`config.mk`:
```
export PLATFORM = sky130hd
export DESIGN_NAME = mod_symbol_mapper
export DESIGN_NICKNAME = d
export VERILOG_FILES = /design/src/rtl/mod_symbol_mapper.sv
export SDC_FILE = /design/constraint.sdc
export NUM_CORES = 1
export LEC_CHECK = 0
export CAP_MARGIN = 20
export CORE_UTILIZATION = 40
export DETAILED_ROUTE_END_ITERATION = 10
export PLACE_DENSITY_LB_ADDON = 0.08
export REMOVE_ABC_BUFFERS = 1
export SYNTH_ARGS = -nofsm -noshare
export SYNTH_HDL_FRONTEND = slang
export SYNTH_SLANG_ARGS = --single-unit
export TNS_END_PERCENT = 10
```
`constraint.sdc`:
```
create_clock -name clk -period 3 [get_ports clk]
set_input_delay 0.6 -clock clk [delete_from_list [all_inputs] [get_ports clk]]
set_output_delay 0.6 -clock clk [all_outputs]
set_load 0.01 [all_outputs]
```
`src/rtl/mod_symbol_mapper.sv`:
```
// rtl/mod_symbol_mapper.sv - BPSK/QPSK/16-QAM constellation mapper with valid/ready handshakes
module mod_symbol_mapper #(
  parameter int IN_W    = 8,
  parameter int OUT_W   = 4,
  parameter int PSK_AMP = 2,
  parameter int QAM_U   = 1
) (
  input  logic                    clk,
  input  logic                    rst_n,
  input  logic [1:0]              mode,
  input  logic                    in_valid,
  output logic                    in_ready,
  input  logic [IN_W-1:0]         in_data,
  output logic                    out_valid,
  input  logic                    out_ready,
  output logic signed [OUT_W-1:0] i_out,
  output logic signed [OUT_W-1:0] q_out,
  output logic                    sym_last,
  output logic                    busy,
  output logic                    mode_err
);

  // Parameter sanity checks at elaboration time
  if (IN_W % 4 != 0) begin : g_bad_in_w
    $error("mod_symbol_mapper: IN_W must be a multiple of 4");
  end
  if (PSK_AMP > (2 ** (OUT_W - 1)) - 1) begin : g_bad_psk_amp
    $error("mod_symbol_mapper: PSK_AMP does not fit in OUT_W signed");
  end
  if (3 * QAM_U > (2 ** (OUT_W - 1)) - 1) begin : g_bad_qam_u
    $error("mod_symbol_mapper: 3*QAM_U does not fit in OUT_W signed");
  end

  localparam int RW = $clog2(IN_W + 1);

  localparam logic signed [OUT_W-1:0] PSK_POS = OUT_W'(PSK_AMP);
  localparam logic signed [OUT_W-1:0] PSK_NEG = OUT_W'(-PSK_AMP);
  localparam logic signed [OUT_W-1:0] QAM_P1  = OUT_W'(QAM_U);
  localparam logic signed [OUT_W-1:0] QAM_N1  = OUT_W'(-QAM_U);
  localparam logic signed [OUT_W-1:0] QAM_P3  = OUT_W'(3 * QAM_U);
  localparam logic signed [OUT_W-1:0] QAM_N3  = OUT_W'(-3 * QAM_U);

  localparam logic [1:0] MODE_BPSK = 2'b00;
  localparam logic [1:0] MODE_QPSK = 2'b01;
  localparam logic [1:0] MODE_QAM  = 2'b10;
  localparam logic [1:0] MODE_RSV  = 2'b11;

  // Gray-coded 16-QAM axis level for one bit pair
  function automatic logic signed [OUT_W-1:0] qam_lvl(input logic [1:0] b);
    logic signed [OUT_W-1:0] v;
    case (b)
      2'b00:   v = QAM_N3;
      2'b01:   v = QAM_N1;
      2'b11:   v = QAM_P1;
      default: v = QAM_P3;
    endcase
    return v;
  endfunction

  // Map the top four bits of a word window to {I, Q}; only the top bps bits matter
  function automatic logic [2*OUT_W-1:0] map_sym(input logic [1:0] m, input logic [3:0] b);
    logic signed [OUT_W-1:0] i_v;
    logic signed [OUT_W-1:0] q_v;
    i_v = '0;
    q_v = '0;
    case (m)
      MODE_BPSK: i_v = b[3] ? PSK_NEG : PSK_POS;
      MODE_QPSK: begin
        // bits {b1,b0} = b[3:2]; I sign follows b0, Q sign follows b1
        i_v = b[2] ? PSK_NEG : PSK_POS;
        q_v = b[3] ? PSK_NEG : PSK_POS;
      end
      MODE_QAM: begin
        i_v = qam_lvl(b[3:2]);
        q_v = qam_lvl(b[1:0]);
      end
      default: ;
    endcase
    return {i_v, q_v};
  endfunction

  // Symbols per word for a mode
  function automatic logic [RW-1:0] spw_of(input logic [1:0] m);
    logic [RW-1:0] v;
    case (m)
      MODE_BPSK: v = RW'(IN_W);
      MODE_QPSK: v = RW'(IN_W / 2);
      default:   v = RW'(IN_W / 4);
    endcase
    return v;
  endfunction

  // Drop the bits of the symbol just consumed
  function automatic logic [IN_W-1:0] shift_of(input logic [1:0] m, input logic [IN_W-1:0] v);
    logic [IN_W-1:0] r;
    case (m)
      MODE_BPSK: r = v << 1;
      MODE_QPSK: r = v << 2;
      default:   r = v << 4;
    endcase
    return r;
  endfunction

  logic [1:0]              mode_q, mode_d;
  logic [IN_W-1:0]         shift_q, shift_d;
  logic [RW-1:0]           rem_q, rem_d;
  logic                    out_valid_q, out_valid_d;
  logic signed [OUT_W-1:0] i_q, i_d;
  logic signed [OUT_W-1:0] q_q, q_d;
  logic                    sym_last_q, sym_last_d;
  logic                    mode_err_q, mode_err_d;

  logic                    free;
  logic                    accept;
  logic [2*OUT_W-1:0]      sym_new;
  logic [2*OUT_W-1:0]      sym_nxt;
  logic [RW-1:0]           spw_new;

  assign free     = !out_valid_q || out_ready;
  assign in_ready = (rem_q == '0) && free;
  assign accept   = in_valid && in_ready;
  assign sym_new  = map_sym(mode, in_data[IN_W-1 -: 4]);
  assign sym_nxt  = map_sym(mode_q, shift_q[IN_W-1 -: 4]);
  assign spw_new  = spw_of(mode);

  // Next-state: accept a word, advance the shift register, or drain the output slot
  always_comb begin
    mode_d      = mode_q;
    shift_d     = shift_q;
    rem_d       = rem_q;
    out_valid_d = out_valid_q;
    i_d         = i_q;
    q_d         = q_q;
    sym_last_d  = sym_last_q;
    mode_err_d  = 1'b0;
    if (accept) begin
      mode_d = mode;
      if (mode == MODE_RSV) begin
        // reserved mode: word is swallowed, output slot simply empties
        mode_err_d  = 1'b1;
        out_valid_d = 1'b0;
        sym_last_d  = 1'b0;
        rem_d       = '0;
      end else begin
        out_valid_d = 1'b1;
        i_d         = sym_new[2*OUT_W-1:OUT_W];
        q_d         = sym_new[OUT_W-1:0];
        shift_d     = shift_of(mode, in_data);
        rem_d       = spw_new - RW'(1);
        sym_last_d  = (spw_new == RW'(1));
      end
    end else if (rem_q != '0 && free) begin
      out_valid_d = 1'b1;
      i_d         = sym_nxt[2*OUT_W-1:OUT_W];
      q_d         = sym_nxt[OUT_W-1:0];
      shift_d     = shift_of(mode_q, shift_q);
      rem_d       = rem_q - RW'(1);
      sym_last_d  = (rem_q == RW'(1));
    end else if (free) begin
      // nothing to load: I/Q keep their last value
      out_valid_d = 1'b0;
      sym_last_d  = 1'b0;
    end
  end

  // State registers with asynchronous reset that drops any pending symbols
  always_ff @(posedge clk or negedge rst_n) begin
    if (!rst_n) begin
      mode_q      <= 2'b00;
      shift_q     <= '0;
      rem_q       <= '0;
      out_valid_q <= 1'b0;
      i_q         <= '0;
      q_q         <= '0;
      sym_last_q  <= 1'b0;
      mode_err_q  <= 1'b0;
    end else begin
      mode_q      <= mode_d;
      shift_q     <= shift_d;
      rem_q       <= rem_d;
      out_valid_q <= out_valid_d;
      i_q         <= i_d;
      q_q         <= q_d;
      sym_last_q  <= sym_last_d;
      mode_err_q  <= mode_err_d;
    end
  end

  assign out_valid = out_valid_q;
  assign i_out     = i_q;
  assign q_out     = q_q;
  assign sym_last  = sym_last_q;
  assign mode_err  = mode_err_q;
  assign busy      = (rem_q != '0) || out_valid_q;

endmodule

```
**Word level (Yosys, flattened, before mapping)**

Index checks and enable logic that the tools add are counted.

- Flip-flop bits (word level): 25
- Input port bits: 14
- Output and inout port bits: 13
- Logic and storage cells: 79

- $add $sub $neg: 2
- Eq/ne operators: 16
- Mux-type cells: 36
- Reductions and logical operators: 17

Operators with widths:

| cell | count |
|---|---|
| one-hot mux 4 bit (3 select lines) | 6 |
| two-way mux 4 bit | 13 |
| one-hot mux 8 bit (2 select lines) | 2 |
| two-way mux 8 bit | 3 |
| one-hot mux 4 bit (2 select lines) | 3 |
| equality test 2 bit, second input constant | 7 |
| equality test 2 x 1 -> 1 bit, second input constant | 6 |
| zero test 2 bit | 6 |
| two-way mux 1 bit | 9 |
| equality test 4 x 1 -> 1 bit, second input constant | 2 |
| subtractor 4 x 1 -> 4 bit, second input constant | 2 |
| zero test 4 bit | 1 |
| nonzero test 4 bit | 1 |
| logical AND 1 bit | 3 |
| nonzero test 3 bit | 1 |
| logical OR 1 bit | 2 |
| inequality test 2 bit, second input constant | 1 |
| AND reduction 2 bit | 1 |
| nonzero test 2 bit | 1 |
| zero test 1 bit | 1 |

**Depth between registers and ports, before layout**

Gate-level depths: netlist of run 1.

- Depth after elaboration: 6
- Mapped depth: 8
- Mapped depth without buffers: 6

**Least setup slack after synthesis of run 1**

OpenSTA, ideal clock, no wires.

- Path kind: reg-to-output
- Start: register rem_q[0]
- End: output port in_ready
- Arrival: 1,253 ps
- Required time: 2,400 ps
- Slack: 1,147 ps
- Stages on the path, launching flop included: 5
- Buffers on the path: 0
- Cell sequence: dfrtp_1 > inv_1 > ha_1 > or3b_4 > nor2_1

- Word-level cells in the longest chain between the ends: 2

RTL lines:

| what | RTL line | text |
|---|---|---|
| from (decl) | 106 | `logic [RW-1:0] rem_q, rem_d;` |
| from (signal assigned) | 180 | `rem_q <= rem_d;` |
| zero test 4 bit | 120 | `assign in_ready = (rem_q == '0) && free;` |
| logical AND 1 bit | 120 |  |
| to (decl) | 12 | `output logic in_ready,` |

No other way between the ends.

**Worst setup path after layout of run 1**

Same ends and word-level chain as after synthesis.

==> results of run 1 <==
## power breakdown
group          total (uW)  leakage [uW]  switching [uW]  internal [uW]
combinational         803      0.000560             422            381
sequential            492      0.000270             104            387
clock                 192     0.0000255            99.6           92.6
## routing by layer
| metal | up-vias | share of wire |
|---|---|---|
| met5 | - | 0 |
| met4 | 0 | 0.0045 |
| met3 | 2 | 0.030 |
| met2 | 25 | 0.47 |
| met1 | 642 | 0.49 |
| li1 | 672 | - |
## cells in the mapped netlist (2+ instances only)
library cell / count / area (um^2)
a211oi_1: 6 / 45.04
a211oi_2: 2 / 25.02
a21oi_1: 6 / 30.03
a221o_1: 2 / 20.02
a221oi_1: 3 / 26.28
a22o_1: 7 / 61.31
a22oi_1: 2 / 15.01
buf_4: 4 / 30.03
buf_6: 2 / 22.52
clkbuf_1: 4 / 15.01
dfrtp_1: 21 / 525.5
ha_1: 23 / 287.8
inv_1: 15 / 56.30
mux2i_1: 2 / 20.02
nand2_1: 20 / 75.07
nand2b_1: 4 / 25.02
nand3_1: 4 / 20.02
nor2_1: 8 / 30.03
nor2b_1: 2 / 12.51
nor3_1: 2 / 10.01
nor3b_1: 3 / 22.52
o211ai_1: 2 / 15.01
o21ai_0: 7 / 35.03
o21ai_1: 2 / 10.01
o21ai_2: 2 / 17.52
o31ai_1: 3 / 22.52
o31ai_2: 2 / 25.02
## path summary, 6_finish.rpt
check                         start         end  slack [ns]  cells after the start
max                        rem_q[0]    in_ready        0.25                      5
min                        sym_last    sym_last        0.51                      2
max reg2reg                rem_q[0]  shift_q[3]        0.90                      7
min reg2reg                sym_last    sym_last        0.51                      2
max in group asynchronous     rst_n   out_valid        2.10                      2
min in group asynchronous     rst_n  shift_q[4]        0.68                      2
## per-stage QoR
stage            util  area, um^2  power [uW]  hold WS (ns)  setup WS, ns
4_1_cts        0.4943        1963        1500        0.5184        0.2548
3_3_place_gp   0.4827        1917        1277        0.4811        0.5427
2_1_floorplan       -        1572       992.4        0.3044         1.037
6_report       0.4943        1963        1487        0.5088        0.2524
5_1_grt        0.4943        1963        1611        0.5357        0.1599
3_5_place_dp   0.4827        1917        1301        0.4990        0.5194
## worst max-delay path, stage by stage (launching register included)
cell and delay (ns):
dfrtp_1 0.44, inv_1 0.08, ha_1 0.22, or3b_4 0.42
nor2_1 0.17, clkdlybuf4s50_1 0.56
## final cells by class
cell class                      count  area share
Clock buffer                        3     0.02103
Clock inverter                      1    0.002549
Inverter                           15     0.02868
Multi-Input combinational cell    130      0.5041
Sequential cell                    21      0.2677
Tap cell                           50     0.03187
Timing Repair Buffer               29      0.1440
## placed cells by master (no fill, tap or decap), types with 3 or more instances in the layout
master,netlist,layout
nor3b_1,3,3
a211oi_1,6,6
a22o_1,7,7
clkdlybuf4s50_1,0,26
inv_1,15,15
buf_4,4,3
o31ai_1,3,3
a21oi_1,6,6
nand2_1,20,20
nand3_1,4,4
dfrtp_1,21,21
ha_1,23,23
o21ai_0,7,7
nor2_1,8,8
clkbuf_8,0,3
nand2b_1,4,4
a221oi_1,3,3
## state kept, by name (all words and copies together), names as in the netlist
| signal | count |
|---|---|
| sym_last | 1 |
| i_out | 3 |
| rem_q | 4 |
| out_valid | 1 |
| q_out | 2 |
| shift_q | 7 |
| mode_q | 2 |
| mode_err | 1 |
## logic make-up after synthesis
| kind of cell | after synthesis |
|---|---|
| adders and majority gates | 23 |
| DFF | 21 |
| and+or+nand+nor | 53 |
| AOI/OAI and AO/OA | 51 |
| buffers and inverters | 26 |
| muxes | 3 |
==> results_dict.tcl, run 1 <==
set metrics [dict create \
    status "finished clean" \
    muxShareOfSynthArea 0.02118 \
    fp.dieH_um 66.31 \
    crit_type "reg -> out" \
    setup_tns_ns 0 \
    portBuffers 26 \
    start_kind "register" \
    syn_to_final_growth_pct 18.68 \
    ctsHoldBuffers 0 \
    multiInputGateArea_um2 989.7 \
    antenna_found_initial 0 \
    cts_buffers 3 \
    synth_flop_cell "dfrtp_1" \
    clockBufferDepth 2 \
    ys_warn_count 0 \
    fmax_mhz 364.0 \
    clk_pin_slew_ns 0.08 \
    use_met1 0.2587 \
    grt_max_degree 23 \
    dieArea_um2 4396 \
    gp_congestion 0.8700 \
    ctsResizeCount 0 \
    fp.dieW_um 66.31 \
    cts_root_buf "clkbuf_8" \
    cts.sinks 21 \
    ir_drop_uv 443.5 \
    initial_core_util 0.4165 \
    synth_edf_count 0 \
    nNetsFinal 237 \
    avgSynthCellArea_um2 9.345 \
    dp_hpwl_mm 2.847 \
    rsz0062_at_grt "no" \
    syn_inst 177 \
    tightest_slew_ns 0.4067 \
    wl_per_cell_um 15.19 \
    ys_ff_latch 21 \
    grt_overflow 0 \
    cp_max_fo 5 \
    num_vias 1341 \
    seq_area_um2 525.5 \
    maxSlewViolCount 0 \
    power.leakage_uw 0.0008559 \
    synth_xor_area_frac 0 \
    clock_latency_ns 0.26 \
    wl_mm 3.783 \
    use_met2 0.3023 \
    drtPass1Iterations 4 \
    grt-busiest-layer "met2" \
    htree_levels 1 \
    end_kind "output port" \
    track_usage 0.1877 \
    drtIter0Drc 83 \
    synthSimpleGateAreaFrac 0.1687 \
    num_rows 23 \
    use_met3 0.02586 \
    netlist-cell-type-count 44 \
    final_cells 249 \
    cts_setup_buffers 0 \
    worstPathArrival_ns 2.15 \
    power_density_nw_per_um2 757.5 \
    cap_violations 0 \
    relSlewSlack 0.7289 \
    drive_above_1_share 0.09548 \
    ys_seq_area_frac 0.3177 \
    hold_path.class "reg -> reg" \
    drtAntennaViolNets 0 \
    dp_cells 245 \
    nFillCells 388 \
    synth_compound_area_frac 0.2345 \
    synth_fa_ha_area_frac 0.1740 \
    diodes 0 \
    setup_violations 0 \
    synth_area_um2 1654 \
    grt_pass1_wl_mm 6.182 \
    cts_tree "done" \
    hold_viol_final 0 \
    viasPerCell 5.386 \
    worstPathRequired_ns 2.40 \
    fin_crit_ns 2.748 \
    drc 0 \
    boundaryPins 27 \
    fin_skew_ns 0.001691 \
    coreArea_um2 3971 \
    synthArstFlopShare 1.000 \
    synth_top_family_by_area "compound AO/OA/AOI/OAI gates" \
    grt_pass1_vias 1278 \
    min_period_over_period 0.9159 \
]
No activity file was read; power rests on OpenSTA's default activity.
==> inputs of run 2 (changes only) <==
- CORE_UTILIZATION: 40 -> 42
- CTS_CLUSTER_SIZE: default -> 12
==> run 2 against run 1 <==
Largest cell class unchanged. Clock skew increased by 0.0050 ns. Combinational power is 2% lower. Clock power is 3% lower. Utilization grew 3.3 points. Maximum frequency up 2.1%. Register-to-register slack lost 0.07 ns. Highest routed layer unchanged. Wire length is 5.4% lower. Non-clock buffer count unchanged. Critical endpoint unchanged. Global-route usage rose by 0.16 points.
==> results_dict.tcl, run 2 (synthesized netlist as in run 1, its figures left out) <==
set metrics [dict create \
    initial_core_util 0.4451 \
    portBuffers 26 \
    power_frac_comb 0.536 \
    fin_crit_ns 2.692 \
    wl_mm 3.577 \
    nNetsFinal 237 \
    fin_util 0.5276 \
    syn_to_final_growth_pct 18.53 \
    cts.sinks 21 \
    grt_overflow 0 \
    dieArea_um2 4193 \
    cp_max_fo 5 \
    clockBufferDepth 2 \
    largest_register_ffs 7 \
    gp_congestion 0.8989 \
    grt_pass1_wl_mm 6.078 \
    critPathTopFamily "buffers and inverters" \
    hold_path.class "reg -> reg" \
    grt_pass1_vias 1247 \
    fp.dieH_um 64.76 \
    ctsHoldBuffers 0 \
    status "finished clean" \
    dp_cells 243 \
    switching_share 0.4174 \
    tightest_slew_ns 0.3985 \
    power_frac_seq 0.338 \
    layout_common_cells "clkdlybuf4s50_1, ha_1, dfrtp_1" \
    cp_num_buf_inv 2 \
    cts_setup_buffers 0 \
    setup_tns_ns 0 \
    drive_above_1_share 0.09548 \
    path_cells "inv_1, ha_1, or3b_4, nor2_1, clkdlybuf4s50_1" \
    drtPass1Iterations 4 \
    ctsResizeCount 0 \
    num_rows 22 \
    ir_drop_uv 298.8 \
    track_usage 0.1894 \
    layout_commonest_cell "clkdlybuf4s50_1" \
    diodes 0 \
    hold_viol_final 0 \
    boundaryPins 27 \
    max_stage_delay_ns 0.55 \
    cts_tree "done" \
    cts_root_buf "clkbuf_8" \
    num_vias 1328 \
    clock_latency_ns 0.26 \
    cts_buffers 3 \
    fmax_mhz 371.5 \
    min_period_over_period 0.8974 \
    drtIter0Drc 107 \
    final_cells 247 \
    htree_levels 1 \
    p_sw_uw 615.0 \
    hold_slack_ns 0.5029 \
    antenna_found_initial 0 \
    p_clk_frac 0.126 \
    relSlewSlack 0.7343 \
    rsz0062_at_grt "no" \
    start_kind "register" \
    end_kind "output port" \
    power_density_nw_per_um2 751.5 \
    drc 0 \
    setup_violations 0 \
    crit_type "reg -> out" \
    power.leakage_uw 0.0008559 \
    clk_pin_slew_ns 0.08 \
    largest_register "shift_q" \
    slowest_stage "clkdlybuf4s50_1" \
    cap_violations 0 \
    dp_hpwl_mm 2.797 \
    worstPathArrival_ns 2.09 \
    coreArea_um2 3716 \
    internal-power_uw 858.5 \
    wl_per_cell_um 14.48 \
    nFillCells 357 \
    worstPathRequired_ns 2.40 \
    drtAntennaViolNets 0 \
    grt_max_degree 22 \
    fin_skew_ns 0.006653 \
    maxSlewViolCount 0 \
    viasPerCell 5.377 \
    fp.dieW_um 64.76 \
]
run 2: cell counts in the layout (fill, tap and decap cells not counted):
Identical to the previous run, type by type.
run 2: layer usage:
| layer | vias to the layer above | wire length (um) | GRT usage |
|---|---|---|---|
| li1 | 676 | - | - |
| met1 | 621 | 1889 | 0.2942 |
| met2 | 29 | 1576 | 0.2773 |
| met3 | 2 | 89 | 0.02113 |
| met4 | 0 | 22 | 0.04167 |
| met5 | - | 0 | 0 |
run 2: path summary, 6_finish.rpt:
kind | from | endpoint | slack [ns] | cells after the start
min in group asynchronous | rst_n | i_out[2] | 0.68 | 2
hold / removal | sym_last | sym_last | 0.50 | 2
setup reg to reg | rem_q[0] | shift_q[6] | 0.83 | 7
hold reg to reg | sym_last | sym_last | 0.50 | 2
setup / recovery | rem_q[0] | in_ready | 0.31 | 5
max in group asynchronous | rst_n | shift_q[7] | 2.09 | 2
run 2: area by class of cell:
class | count | area (um^2) | share of cell area
repair buffers | 29 | 282.8 | 0.1442
clock buffers | 3 | 41.29 | 0.02106
well taps | 48 | 60.06 | 0.03063
inverters | 15 | 56.30 | 0.02872
clock inverters | 1 | 5.005 | 0.002553
multi-input cells | 130 | 989.7 | 0.5048
flip-flops and latches | 21 | 525.5 | 0.2680
run 2: worst register-to-register path, delay by kind of cell (launching register included):
| kind | cells | cell delay (ns) |
|---|---|---|
| AO/OA/AOI/OAI | 2 | 0.31 |
| AND/OR/NAND/NOR | 2 | 0.82 |
| flip-flops | 1 | 0.43 |
| buffers and inverters | 2 | 0.30 |
| adder cells (fa/ha/maj) | 1 | 0.21 |
run 2: through the flow:
stage | power, uW | area, um^2 | setup WS, ns
6_report | 1473 | 1961 | 0.3079
5_1_grt | 1610 | 1961 | 0.1779
3_5_place_dp | 1291 | 1914 | 0.5265
4_1_cts | 1482 | 1961 | 0.2927
3_3_place_gp | 1278 | 1914 | 0.5726
2_1_floorplan | 992.4 | 1572 | 1.037
run 2: power groups by stage:
| stage | registers, uW | clock network (uW) | logic (uW) |
|---|---|---|---|
| 6_report | 498 | 186 | 790 |
| 5_1_grt | 516 | 205 | 890 |
| 4_1_cts | 496 | 192 | 795 |
| 3_5_place_dp | 502 | 0 | 790 |
| 3_3_place_gp | 499 | 0 | 780 |
| 2_1_floorplan | 500 | 0 | 492 |
